===== src/rtl/uart_ext_if.sv =====
// Host-side bus of uart_ext: runtime configuration, FIFO handshakes and status.
interface uart_ext_if #(
    parameter int DBIT      = 8,
    parameter int DVSR_BITS = 16
);
    logic [DVSR_BITS-1:0] dvsr;
    logic [1:0]           par_mode;
    logic                 rd_uart;
    logic                 wr_uart;
    logic [DBIT-1:0]      w_data;
    logic                 clr_err;
    logic [DBIT-1:0]      r_data;
    logic                 r_perr;
    logic                 r_ferr;
    logic                 rx_empty;
    logic                 tx_full;
    logic                 overrun;

    modport master (
        output dvsr, par_mode, rd_uart, wr_uart, w_data, clr_err,
        input  r_data, r_perr, r_ferr, rx_empty, tx_full, overrun
    );

    modport slave (
        input  dvsr, par_mode, rd_uart, wr_uart, w_data, clr_err,
        output r_data, r_perr, r_ferr, rx_empty, tx_full, overrun
    );
endinterface


===== src/rtl/uart_ext.sv =====
// Full-duplex 16x oversampled UART with runtime divisor/parity, per-word error
// flags, sticky overrun and start-bit glitch rejection.
module uart_ext_fifo #(
    parameter int W  = 8,
    parameter int AW = 2
) (
    input  logic         clk,
    input  logic         reset,
    input  logic         wr,
    input  logic         rd,
    input  logic [W-1:0] w_data,
    output logic [W-1:0] r_data,
    output logic         empty,
    output logic         full
);
    localparam int DEPTH = 1 << AW;

    logic [W-1:0]  mem [DEPTH];
    logic [AW-1:0] w_ptr, r_ptr;
    logic          wr_en, rd_en;

    // A push into a full FIFO is only honoured when a pop frees the head slot.
    assign rd_en  = rd & ~empty;
    assign wr_en  = wr & (~full | rd_en);
    assign r_data = mem[r_ptr];

    always_ff @(posedge clk or negedge reset) begin
        if (!reset) begin
            // NOTE: storage is reset so the read port shows 0 after reset; big RAMs normally skip this.
            for (int i = 0; i < DEPTH; i++) mem[i] <= '0;
            w_ptr <= '0;
            r_ptr <= '0;
            empty <= 1'b1;
            full  <= 1'b0;
        end else begin
            if (wr_en) mem[w_ptr] <= w_data;
            case ({wr_en, rd_en})
                2'b10: begin
                    w_ptr <= w_ptr + AW'(1);
                    empty <= 1'b0;
                    full  <= (w_ptr + AW'(1)) == r_ptr;
                end
                2'b01: begin
                    r_ptr <= r_ptr + AW'(1);
                    full  <= 1'b0;
                    empty <= (r_ptr + AW'(1)) == w_ptr;
                end
                2'b11: begin
                    w_ptr <= w_ptr + AW'(1);
                    r_ptr <= r_ptr + AW'(1);
                end
                default: ;
            endcase
        end
    end
endmodule

module uart_ext #(
    parameter int DBIT      = 8,
    parameter int SB_TICK   = 16,
    parameter int DVSR_BITS = 16,
    parameter int FIFO_W    = 2
) (
    input  logic      clk,
    input  logic      reset,
    uart_ext_if.slave bus,
    input  logic      rx,
    output logic      tx
);
    localparam int S_W = (SB_TICK > 16) ? $clog2(SB_TICK) : 4;
    localparam int N_W = (DBIT > 1) ? $clog2(DBIT) : 1;
    localparam logic [1:0] PAR_EVEN = 2'b01;
    localparam logic [1:0] PAR_ODD  = 2'b10;

    typedef enum logic [2:0] {IDLE, START, DATA, PARITY, STOP} state_t;

    function automatic logic par_on(input logic [1:0] mode);
        return (mode == PAR_EVEN) || (mode == PAR_ODD);
    endfunction

    logic [DVSR_BITS-1:0] tick_cnt, dvsr_q;
    logic                 tick;

    // A divisor change suppresses the tick and restarts the count.
    assign tick = (tick_cnt == bus.dvsr) && (bus.dvsr == dvsr_q);

    always_ff @(posedge clk or negedge reset) begin
        if (!reset) begin
            tick_cnt <= '0;
            dvsr_q   <= '0;
        end else begin
            // NOTE: non-blocking so dvsr_q and tick_cnt both see pre-edge values.
            dvsr_q <= bus.dvsr;
            if (bus.dvsr != dvsr_q || tick) tick_cnt <= '0;
            else                            tick_cnt <= tick_cnt + DVSR_BITS'(1);
        end
    end

    logic rx_s1, rx_s2, rx_prev, rx_fall;

    always_ff @(posedge clk or negedge reset) begin
        if (!reset) begin
            rx_s1   <= 1'b1;
            rx_s2   <= 1'b1;
            rx_prev <= 1'b1;
        end else begin
            rx_s1   <= rx;
            rx_s2   <= rx_s1;
            rx_prev <= rx_s2;
        end
    end
    assign rx_fall = rx_prev & ~rx_s2;

    state_t          rx_state;
    logic [S_W-1:0]  rx_s;
    logic [N_W-1:0]  rx_n;
    logic [DBIT-1:0] rx_b;
    logic [1:0]      rx_pmode;
    logic            rx_perr, rx_wr;
    logic [DBIT+1:0] rx_word, rx_head;
    logic            rx_empty, rx_full;

    always_ff @(posedge clk or negedge reset) begin
        if (!reset) begin
            rx_state <= IDLE;
            rx_s     <= '0;
            rx_n     <= '0;
            rx_b     <= '0;
            rx_pmode <= '0;
            rx_perr  <= 1'b0;
            rx_wr    <= 1'b0;
            rx_word  <= '0;
        end else begin
            rx_wr <= 1'b0;
            case (rx_state)
                IDLE: if (rx_fall) begin
                    rx_state <= START;
                    rx_s     <= '0;
                    rx_pmode <= bus.par_mode;
                end
                START: if (tick) begin
                    if (rx_s == S_W'(7)) begin
                        rx_s     <= '0;
                        rx_n     <= '0;
                        rx_perr  <= 1'b0;
                        rx_state <= rx_s2 ? IDLE : DATA;
                    end else rx_s <= rx_s + S_W'(1);
                end
                DATA: if (tick) begin
                    if (rx_s == S_W'(15)) begin
                        rx_s <= '0;
                        rx_b <= {rx_s2, rx_b[DBIT-1:1]};
                        if (rx_n == N_W'(DBIT-1)) rx_state <= par_on(rx_pmode) ? PARITY : STOP;
                        else                      rx_n     <= rx_n + N_W'(1);
                    end else rx_s <= rx_s + S_W'(1);
                end
                PARITY: if (tick) begin
                    if (rx_s == S_W'(15)) begin
                        rx_s     <= '0;
                        rx_perr  <= (^rx_b) ^ rx_s2 ^ (rx_pmode == PAR_ODD);
                        rx_state <= STOP;
                    end else rx_s <= rx_s + S_W'(1);
                end
                STOP: if (tick) begin
                    if (rx_s == S_W'(SB_TICK-1)) begin
                        rx_wr    <= 1'b1;
                        rx_word  <= {~rx_s2, rx_perr, rx_b};
                        rx_state <= IDLE;
                    end else rx_s <= rx_s + S_W'(1);
                end
                default: rx_state <= IDLE;
            endcase
        end
    end

    uart_ext_fifo #(.W(DBIT+2), .AW(FIFO_W)) rx_fifo (
        .clk(clk), .reset(reset), .wr(rx_wr), .rd(bus.rd_uart), .w_data(rx_word),
        .r_data(rx_head), .empty(rx_empty), .full(rx_full)
    );

    logic overrun_q;

    always_ff @(posedge clk or negedge reset) begin
        if (!reset)                                   overrun_q <= 1'b0;
        else if (rx_wr && rx_full && !bus.rd_uart)    overrun_q <= 1'b1;
        else if (bus.clr_err)                         overrun_q <= 1'b0;
    end

    assign bus.r_data   = rx_head[DBIT-1:0];
    assign bus.r_perr   = rx_head[DBIT];
    assign bus.r_ferr   = rx_head[DBIT+1];
    assign bus.rx_empty = rx_empty;
    assign bus.overrun  = overrun_q;

    state_t          tx_state;
    logic [S_W-1:0]  tx_s;
    logic [N_W-1:0]  tx_n;
    logic [DBIT-1:0] tx_b, tx_head;
    logic            tx_par_en, tx_pbit, tx_q, tx_pop, tx_empty, tx_full;

    // The head word stays in the FIFO until its stop bit has been sent.
    assign tx_pop = (tx_state == STOP) && tick && (tx_s == S_W'(SB_TICK-1));

    always_ff @(posedge clk or negedge reset) begin
        if (!reset) begin
            tx_state  <= IDLE;
            tx_s      <= '0;
            tx_n      <= '0;
            tx_b      <= '0;
            tx_par_en <= 1'b0;
            tx_pbit   <= 1'b0;
            tx_q      <= 1'b1;
        end else begin
            case (tx_state)
                IDLE: begin
                    tx_q <= 1'b1;
                    if (!tx_empty) begin
                        tx_state  <= START;
                        tx_s      <= '0;
                        tx_b      <= tx_head;
                        tx_par_en <= par_on(bus.par_mode);
                        tx_pbit   <= (^tx_head) ^ (bus.par_mode == PAR_ODD);
                        tx_q      <= 1'b0;
                    end
                end
                START: if (tick) begin
                    if (tx_s == S_W'(15)) begin
                        tx_s     <= '0;
                        tx_n     <= '0;
                        tx_q     <= tx_b[0];
                        tx_state <= DATA;
                    end else tx_s <= tx_s + S_W'(1);
                end
                DATA: if (tick) begin
                    if (tx_s == S_W'(15)) begin
                        tx_s <= '0;
                        if (tx_n == N_W'(DBIT-1)) begin
                            tx_state <= tx_par_en ? PARITY : STOP;
                            tx_q     <= tx_par_en ? tx_pbit : 1'b1;
                        end else begin
                            tx_n <= tx_n + N_W'(1);
                            tx_b <= tx_b >> 1;
                            tx_q <= tx_b[1];
                        end
                    end else tx_s <= tx_s + S_W'(1);
                end
                PARITY: if (tick) begin
                    if (tx_s == S_W'(15)) begin
                        tx_s     <= '0;
                        tx_q     <= 1'b1;
                        tx_state <= STOP;
                    end else tx_s <= tx_s + S_W'(1);
                end
                STOP: if (tick) begin
                    if (tx_s == S_W'(SB_TICK-1)) begin
                        tx_s     <= '0;
                        tx_state <= IDLE;
                    end else tx_s <= tx_s + S_W'(1);
                end
                default: tx_state <= IDLE;
            endcase
        end
    end

    uart_ext_fifo #(.W(DBIT), .AW(FIFO_W)) tx_fifo (
        .clk(clk), .reset(reset), .wr(bus.wr_uart), .rd(tx_pop), .w_data(bus.w_data),
        .r_data(tx_head), .empty(tx_empty), .full(tx_full)
    );

    assign bus.tx_full = tx_full;
    assign tx          = tx_q;
endmodule


===== src/flat_wrapper.sv =====
// flat-port wrapper written by rule: the top's interface ports become plain ports
module uart_ext_flat 
#(
    parameter int DBIT      = 8,
    parameter int SB_TICK   = 16,
    parameter int DVSR_BITS = 16,
    parameter int FIFO_W    = 2
)
  (clk, reset, rx, tx, bus_dvsr, bus_par_mode, bus_rd_uart, bus_wr_uart, bus_w_data, bus_clr_err, bus_r_data, bus_r_perr, bus_r_ferr, bus_rx_empty, bus_tx_full, bus_overrun);
  uart_ext_if #(.DBIT(DBIT), .DVSR_BITS(DVSR_BITS)) bus_i ();
  input  logic clk;
  input  logic reset;
  input  logic rx;
  output logic tx;
  input wire logic [$bits(bus_i.dvsr)-1:0] bus_dvsr;
  input wire logic [$bits(bus_i.par_mode)-1:0] bus_par_mode;
  input wire logic [$bits(bus_i.rd_uart)-1:0] bus_rd_uart;
  input wire logic [$bits(bus_i.wr_uart)-1:0] bus_wr_uart;
  input wire logic [$bits(bus_i.w_data)-1:0] bus_w_data;
  input wire logic [$bits(bus_i.clr_err)-1:0] bus_clr_err;
  output wire logic [$bits(bus_i.r_data)-1:0] bus_r_data;
  output wire logic [$bits(bus_i.r_perr)-1:0] bus_r_perr;
  output wire logic [$bits(bus_i.r_ferr)-1:0] bus_r_ferr;
  output wire logic [$bits(bus_i.rx_empty)-1:0] bus_rx_empty;
  output wire logic [$bits(bus_i.tx_full)-1:0] bus_tx_full;
  output wire logic [$bits(bus_i.overrun)-1:0] bus_overrun;
  assign bus_i.dvsr = bus_dvsr;
  assign bus_i.par_mode = bus_par_mode;
  assign bus_i.rd_uart = bus_rd_uart;
  assign bus_i.wr_uart = bus_wr_uart;
  assign bus_i.w_data = bus_w_data;
  assign bus_i.clr_err = bus_clr_err;
  assign bus_r_data = bus_i.r_data;
  assign bus_r_perr = bus_i.r_perr;
  assign bus_r_ferr = bus_i.r_ferr;
  assign bus_rx_empty = bus_i.rx_empty;
  assign bus_tx_full = bus_i.tx_full;
  assign bus_overrun = bus_i.overrun;
  uart_ext #(.DBIT(DBIT), .SB_TICK(SB_TICK), .DVSR_BITS(DVSR_BITS), .FIFO_W(FIFO_W)) u_core (.clk(clk), .reset(reset), .bus(bus_i), .rx(rx), .tx(tx));
endmodule

===== config.mk =====
export PLATFORM = sky130hd
export DESIGN_NAME = uart_ext_flat
export DESIGN_NICKNAME = d
export VERILOG_FILES = /design/src/rtl/uart_ext_if.sv /design/src/rtl/uart_ext.sv /design/src/flat_wrapper.sv
export SDC_FILE = /design/constraint.sdc
export NUM_CORES = 1
export LEC_CHECK = 0
export ABC_CLOCK_PERIOD_IN_PS = 3400
export CORE_MARGIN = 5
export CORE_UTILIZATION = 30
export CTS_CLUSTER_DIAMETER = 50
export CTS_CLUSTER_SIZE = 14
export DETAILED_ROUTE_END_ITERATION = 16
export GPL_TIMING_DRIVEN = 0
export MAX_ROUTING_LAYER = met4
export SKIP_LAST_GASP = 1
export SYNTH_ARGS = -nofsm -noshare
export SYNTH_HDL_FRONTEND = slang
export SYNTH_SLANG_ARGS = --single-unit

===== constraint.sdc =====
create_clock -name clk -period 3.4 [get_ports clk]
set_input_delay 0.68 -clock clk [delete_from_list [all_inputs] [get_ports clk]]
set_output_delay 0.68 -clock clk [all_outputs]
set_load 0.02 [all_outputs]

Word level (Yosys, flattened, before mapping) --
Index checks and enable logic that the tools add are counted.
Operators by class: $add $sub $neg 9, $lt $le $gt $ge 6, eq/ne operators 55, multiplexer cells 89, bitwise gates (word level) 19, reductions and logical operators 44
Operators with widths (count):
- $mux W3 | 30
- $mux W8 | 7
- $bwmux W40 | 1
- $mux W4 | 10
- $ne A2 B1 Y1 const B | 20
- $bwmux W32 | 1
- $eq A16 B16 Y1 | 2
- $mux W10 | 3
- $pmux W3 S5 | 2
- $bmux W10 S2 | 1
- $demux W10 S2 | 1
- $reduce_and A10 Y1 | 2
- $mux W1 | 18
- $reduce_and A6 Y1 | 3
- $add A16 B1 Y16 const B | 1
- $bmux W8 S2 | 1
- $demux W8 S2 | 1
- $mux W16 | 1
- $ne A16 B16 Y1 | 1
- $pmux W4 S4 | 1
- $pmux W8 S2 | 1
- $reduce_bool A2 Y1 | 8
- $reduce_xor A8 Y1 | 2
- $eq A2 B2 Y1 const B | 6
- other kinds (34) | 98
Word-level totals: register bits after elaboration 173, input bits 32, output and inout bits 14

Longest topological paths before layout --
Gate-level depths: netlist of the first run.
word-level depth 9, gate-level depth with buffers 11, depth with buffers taken out 9

Cells and area by module --
Synthesis of the first run repeated with hierarchy kept, for this count alone.
Unflattened totals: cell total of the unflattened synthesis 675, area total of the unflattened synthesis 8567.0 um2
By module, submodules not included:
- uart_ext | times used 1, cells each 414, area each 4531.8 um2, seq. area each 2232.1 um2
- uart_ext_fifo (u_core.rx_fifo) | times used 1, cells each 140, area each 2189.6 um2, seq. area each 1152.4 um2
- uart_ext_fifo (u_core.tx_fifo) | times used 1, cells each 121, area each 1845.5 um2, seq. area each 952.2 um2

Least setup slack after synthesis of the first run --
Ideal clock, no wire load.
path kind input-to-reg, from input bus_dvsr[14], to register u_core.tx_fifo.full, data arrival time 2.629 ns, data required time 3.290 ns, path slack 0.660 ns, stages 10, path buffers 2, path through xnor2_1 nand4_1 nor4_4 buf_4 and3_1 clkbuf_1 o21ai_0 inv_1 ha_1 o41ai_1
On the way: cells in the longest elaborated chain, start to end 9
RTL lines:
- from (decl) | line flat_wrapper.sv:15 | input wire logic [$bits(bus_i.dvsr)-1:0] bus_dvsr;
- $eq A16 B16 Y1 | line uart_ext.sv:85 | assign tick = (tick_cnt == bus.dvsr) && (bus.dvsr == dvsr_q);
- $logic_and A1 B1 Y1 (*) | line uart_ext.sv:85
- $logic_and A1 B1 Y1 (*) (2 in series) | line uart_ext.sv:202 | assign tx_pop = (tx_state == STOP) && tick && (tx_s == S_W'(SB_TICK-1));
- $and A1 B1 Y1 (*) | line uart_ext.sv:23 | assign rd_en = rd & ~empty;
- $or A1 B1 Y1 | line uart_ext.sv:24 | assign wr_en = wr & (~full | rd_en);
- $and A1 B1 Y1 | line uart_ext.sv:24
- $eq A2 B1 Y1 / $eq A2 B2 Y1 (equally long branches) | line uart_ext.sv:37 | case ({wr_en, rd_en})
- $pmux W1 S2 / $reduce_bool A2 Y1 (equally long branches)
- to (signal assigned) | line uart_ext.sv:41 | full <= (w_ptr + AW'(1)) == r_ptr;
- to (decl) | line uart_ext.sv:14 | output logic full
Mark *: on every way between the ends. The rest lies on a longest branch, timed or not. A chain may end at the register's enable or synchronous reset.

Worst setup path in the final report of the first run --
from register u_core.rx_fifo.r_ptr[0], to output bus_r_data[5]
On the way: cells in the longest elaborated chain, start to end 4
RTL lines:
- from (decl) | line uart_ext.sv:19 | logic [AW-1:0] w_ptr, r_ptr;
- from (signal assigned) | line uart_ext.sv:44 | r_ptr <= r_ptr + AW'(1);
- from (signal assigned) | line uart_ext.sv:50 | r_ptr <= r_ptr + AW'(1);
- $not A2 Y3 (not written as such) | line uart_ext.sv:25 | assign r_data = mem[r_ptr];
- $bmux W10 S2 | line uart_ext.sv:25
- $mux W10 (not written as such) (2 in series) | line uart_ext.sv:25
- to (decl) | line flat_wrapper.sv:21 | output wire logic [$bits(bus_i.r_data)-1:0] bus_r_data;
No other way between the ends. The select of a mux whose other input is x is not followed.

==> results.py, run 1 <==
metrics = {
    "setup_path": {
        "path_cells": "buf_2, mux4_2, clkdlybuf4s50_1",
        "crit_type": "register to output port",
        "worst-path-max-fanout": 10,
        "cp_slowest_cell": "dfrtp_1",
        "endpoint_kind": "output port",
        "cp.required_ps": 2720,
        "cp_top_family": "buffers and inverters",
        "max_stage_delay_ps": 590,
        "startpoint": "u_core.rx_fifo.r_ptr[0]",
        "critPathBufInv": 2,
        "crit_path_start_kind": "register",
        "r2r-start": "u_core.tick_cnt[5]",
        "worstPathArrival_ps": 2540,
    },
    "sta": {
        "fin_worst_skew_ps": 11.8,
        "slew_violations": 0,
        "setup_tns_ps": 0,
        "max_clock_freq_mhz": 311,
        "hold_slack_ps": 172,
        "period_minus_slack_ps": 3220,
        "fin_crit_sh_pct": 94.7,
        "rsz0062_at_grt": "no",
        "relSlewSlack_pct": 51.5,
        "setup_viol_count_final": 0,
        "hold_viol": 0,
        "tightest_slew_ps": 727,
    },
    "clock_tree": {
        "cts_buffers": 17,
        "cts_root_buffer": "clkbuf_16",
        "clock_latency_ps": 440,
        "cts-htree-levels": 4,
        "clk_pin_slew_worst_paths_ps": 70,
        "cts_tree": "done",
        "clkSinkCount": 173,
        "cts_buffer_depth": 2,
    },
    "synth": {
        "synth_fa_ha_area_share_pct": 3.44,
        "synth_top_family_by_area": "multiplexers",
        "syn-num-nets": 728,
        "synth_area_um2": 8370,
        "synthDistinctLibCells": 53,
        "yosysWarnings": 0,
        "synth_edf_count": 0,
        "synth-simple-area-share_pct": 9.97,
        "synth_ff_type": "dfrtp_1",
        "ys_seq_area_share_pct": 51.8,
        "postSynthCellCount": 673,
        "synth_seq_cells": 173,
        "avgSynthCellArea_um2": 12.4,
        "synth_compound_gate_area_share_pct": 7.38,
        "synthMuxAreaShare_pct": 17.7,
        "synth_xor_area_share_pct": 7.64,
        "async_flop_share_pct": 100,
    },
    "layout": {
        "final_common_cell": "dfrtp_1",
        "syn2layout_area_growth_pct": 18.2,
        "drive_gt1_share_pct": 22.9,
        "final_cell_mix": "dfrtp_1 (167), mux2_2 (93), xnor2_1 (62)",
        "antenna_cells": 0,
        "nNetsFinal": 793,
        "design_area_um2": 9900,
    },
    "power": {
        "p_comb_share_pct": 19.7,
        "intPower_mw": 3.87,
        "clkPwrFrac_pct": 34.5,
        "p_sw_mw": 1.52,
        "sequentialPowerShare_pct": 45.7,
        "irDropWorstVdd_v": 0.000380,
        "power_density_nw_per_um2": 545,
        "swShare_pct": 28.3,
        "leakage_nw": 4.24,
    },
    "routing": {
        "routed_wl_mm": 16.4,
        "wl_per_cell_um": 14.5,
        "vias": 5261,
        "viasPerCell": 4.66,
        "post-route-drc-count": 0,
        "detail_route.iter0.violations": 310,
        "drt_first_pass_iters": 4,
        "ant_nets": 0,
    },
    "grt": {
        "grt_pass1_vias": 5302,
        "grtUsageTotal_pct": 11.5,
        "grt_pass1_wl_mm": 28.0,
        "antenna_found_initial": 0,
        "grt_max_degree": 108,
        "grt_overflow": 0,
    },
    "outcome": {
        "outcome": "completed",
    },
    "placed_design": {
        "port_buffers": 45,
        "post_dp_cell_area_um2": 9330,
        "gp_congestion": 0.840,
        "dp_hpwl_mm": 11.4,
    },
    "floorplanning": {
        "num_io_pins": 46,
        "die_w_um": 177,
        "initial_core_util_pct": 30.2,
        "fp.coreArea_um2": 27700,
        "dieArea_um2": 31400,
        "die_y_um": 177,
        "fp-row-count": 61,
    },
    "worst_hold_path": {
        "hold_path_class": "primary input to asynchronous set/reset pin",
    },
    "run": {
        "max_cap_violations": 0,
    },
}
==> worst register-to-register path: stages (launching register included) <==
cell and delay, ps:
dfrtp_1 440, xnor2_1 160, nand4_1 180, nor4_4 450, buf_4 240, and3_2 290, o21ai_0 130, inv_1 100
ha_1 270, o41ai_1 340
==> per-layer routing <==
| metal | GRT usage [%] | routed length, um | vias up |
|---|---|---|---|
| li1 | - | - | 2542 |
| met1 | 15.4 | 7820 | 2603 |
| met2 | 17.4 | 7740 | 99 |
| met3 | 2.82 | 623 | 17 |
| met4 | 3.38 | 179 | 0 |
| met5 | - | 0 | - |
==> cell families after synthesis <==
kind of cell	after synthesis
buffers and inverters	43
and+or+nand+nor	158
xor gates and xnor gates	73
muxes	114
adders and majority gates	23
AOI/OAI and AO/OA	89
DFF	173
==> synth_stat cells, drive strengths merged, types with 7 or more instances <==
library cell  number  area, um2
a41oi              8       70.1
o2bb2ai            7       61.3
nor2              35        141
xnor2             62        543
a22o               9       78.8
mux4              18        405
mux2              93       1050
inv               18       67.6
nand4             11       68.8
ha                23        288
nand2             45        169
a21oi             11       55.1
nand3              9       45.0
nand2b            13       81.3
clkbuf            16       60.1
o21ai             24        120
buf                9       46.3
and2              13       81.3
xor2              11       96.3
dfrtp            167       4180
and3               9       56.3
==> registers in the layout, summed over array words and instances, names as in the netlist, 4 cells and up <==
signal and flops:
u_core.rx_word 10, u_core.rx_fifo.mem 40, u_core.tick_cnt 16, u_core.rx_s 4, u_core.tx_s 4, u_core.tx_b 8, u_core.rx_b 8, u_core.dvsr_q 16
u_core.tx_fifo.mem 32
==> timing repair <==
action,in CTS,in global routing
setup buffers,0,2
endpoints found under the hold margin,0,0
endpoints found under the setup margin,5,2
pin swaps,0,2
hold buffers,0,0
gates resized for setup,1,1
==> power by group through the flow <==
stage	clock network [mW]	logic (mW)	registers, mW
6_report	1.86	1.06	2.47
5_1_grt	2.02	1.18	2.50
4_1_cts	1.93	1.08	2.47
3_5_place_dp	0	1.10	2.49
3_3_place_gp	0	1.08	2.48
2_1_floorplan	0	0.830	2.45
==> cell type report <==
cell class	instances	area [um2]
timing repair buffer	48	498
multi-input combinational	457	3860
tap	378	473
clock buffer	17	425
fill	2712	17800
inverter	18	67.6
sequential	173	4340
clock inverter	15	131
buffer	23	100
==> path summary, 6_finish.rpt <==
path | slack [ps] | cells after the start | endpoint
setup / recovery | 180 | 3 | bus_r_data[5]
hold / removal | 170 | 1 | u_core.rx_fifo.w_ptr[0]
setup reg to reg | 700 | 9 | u_core.tx_fifo.full
hold reg to reg | 360 | 0 | u_core.rx_s2
max in group asynchronous | 2310 | 2 | u_core.tx_fifo.mem[25]
min in group clk | 360 | 0 | u_core.rx_s2
==> per-stage QoR <==
step	setup slack, ps	instances	util, %	power [mW]
3_3_place_gp	-5740	1096	33.6	3.56
2_1_floorplan	660	673	-	3.28
5_1_grt	44.8	1129	35.7	5.70
4_1_cts	64.9	1128	35.7	5.48
6_report	182	1129	35.7	5.39
3_5_place_dp	-417	1097	33.7	3.59
No activity file was read; power rests on OpenSTA's default activity.
==> inputs of run 2 (changes only) <==
--- a/config.mk
+++ b/config.mk
@@ -12,6 +12,7 @@
 export CTS_CLUSTER_SIZE = 14
 export DETAILED_ROUTE_END_ITERATION = 16
 export GPL_TIMING_DRIVEN = 0
+export HOLD_SLACK_MARGIN = 0.05
 export MAX_ROUTING_LAYER = met4
 export SKIP_LAST_GASP = 1
 export SYNTH_ARGS = -nofsm -noshare
==> results of run 2 <==
Same layout as run 1: the final DEF is identical, and so are final timing and power.
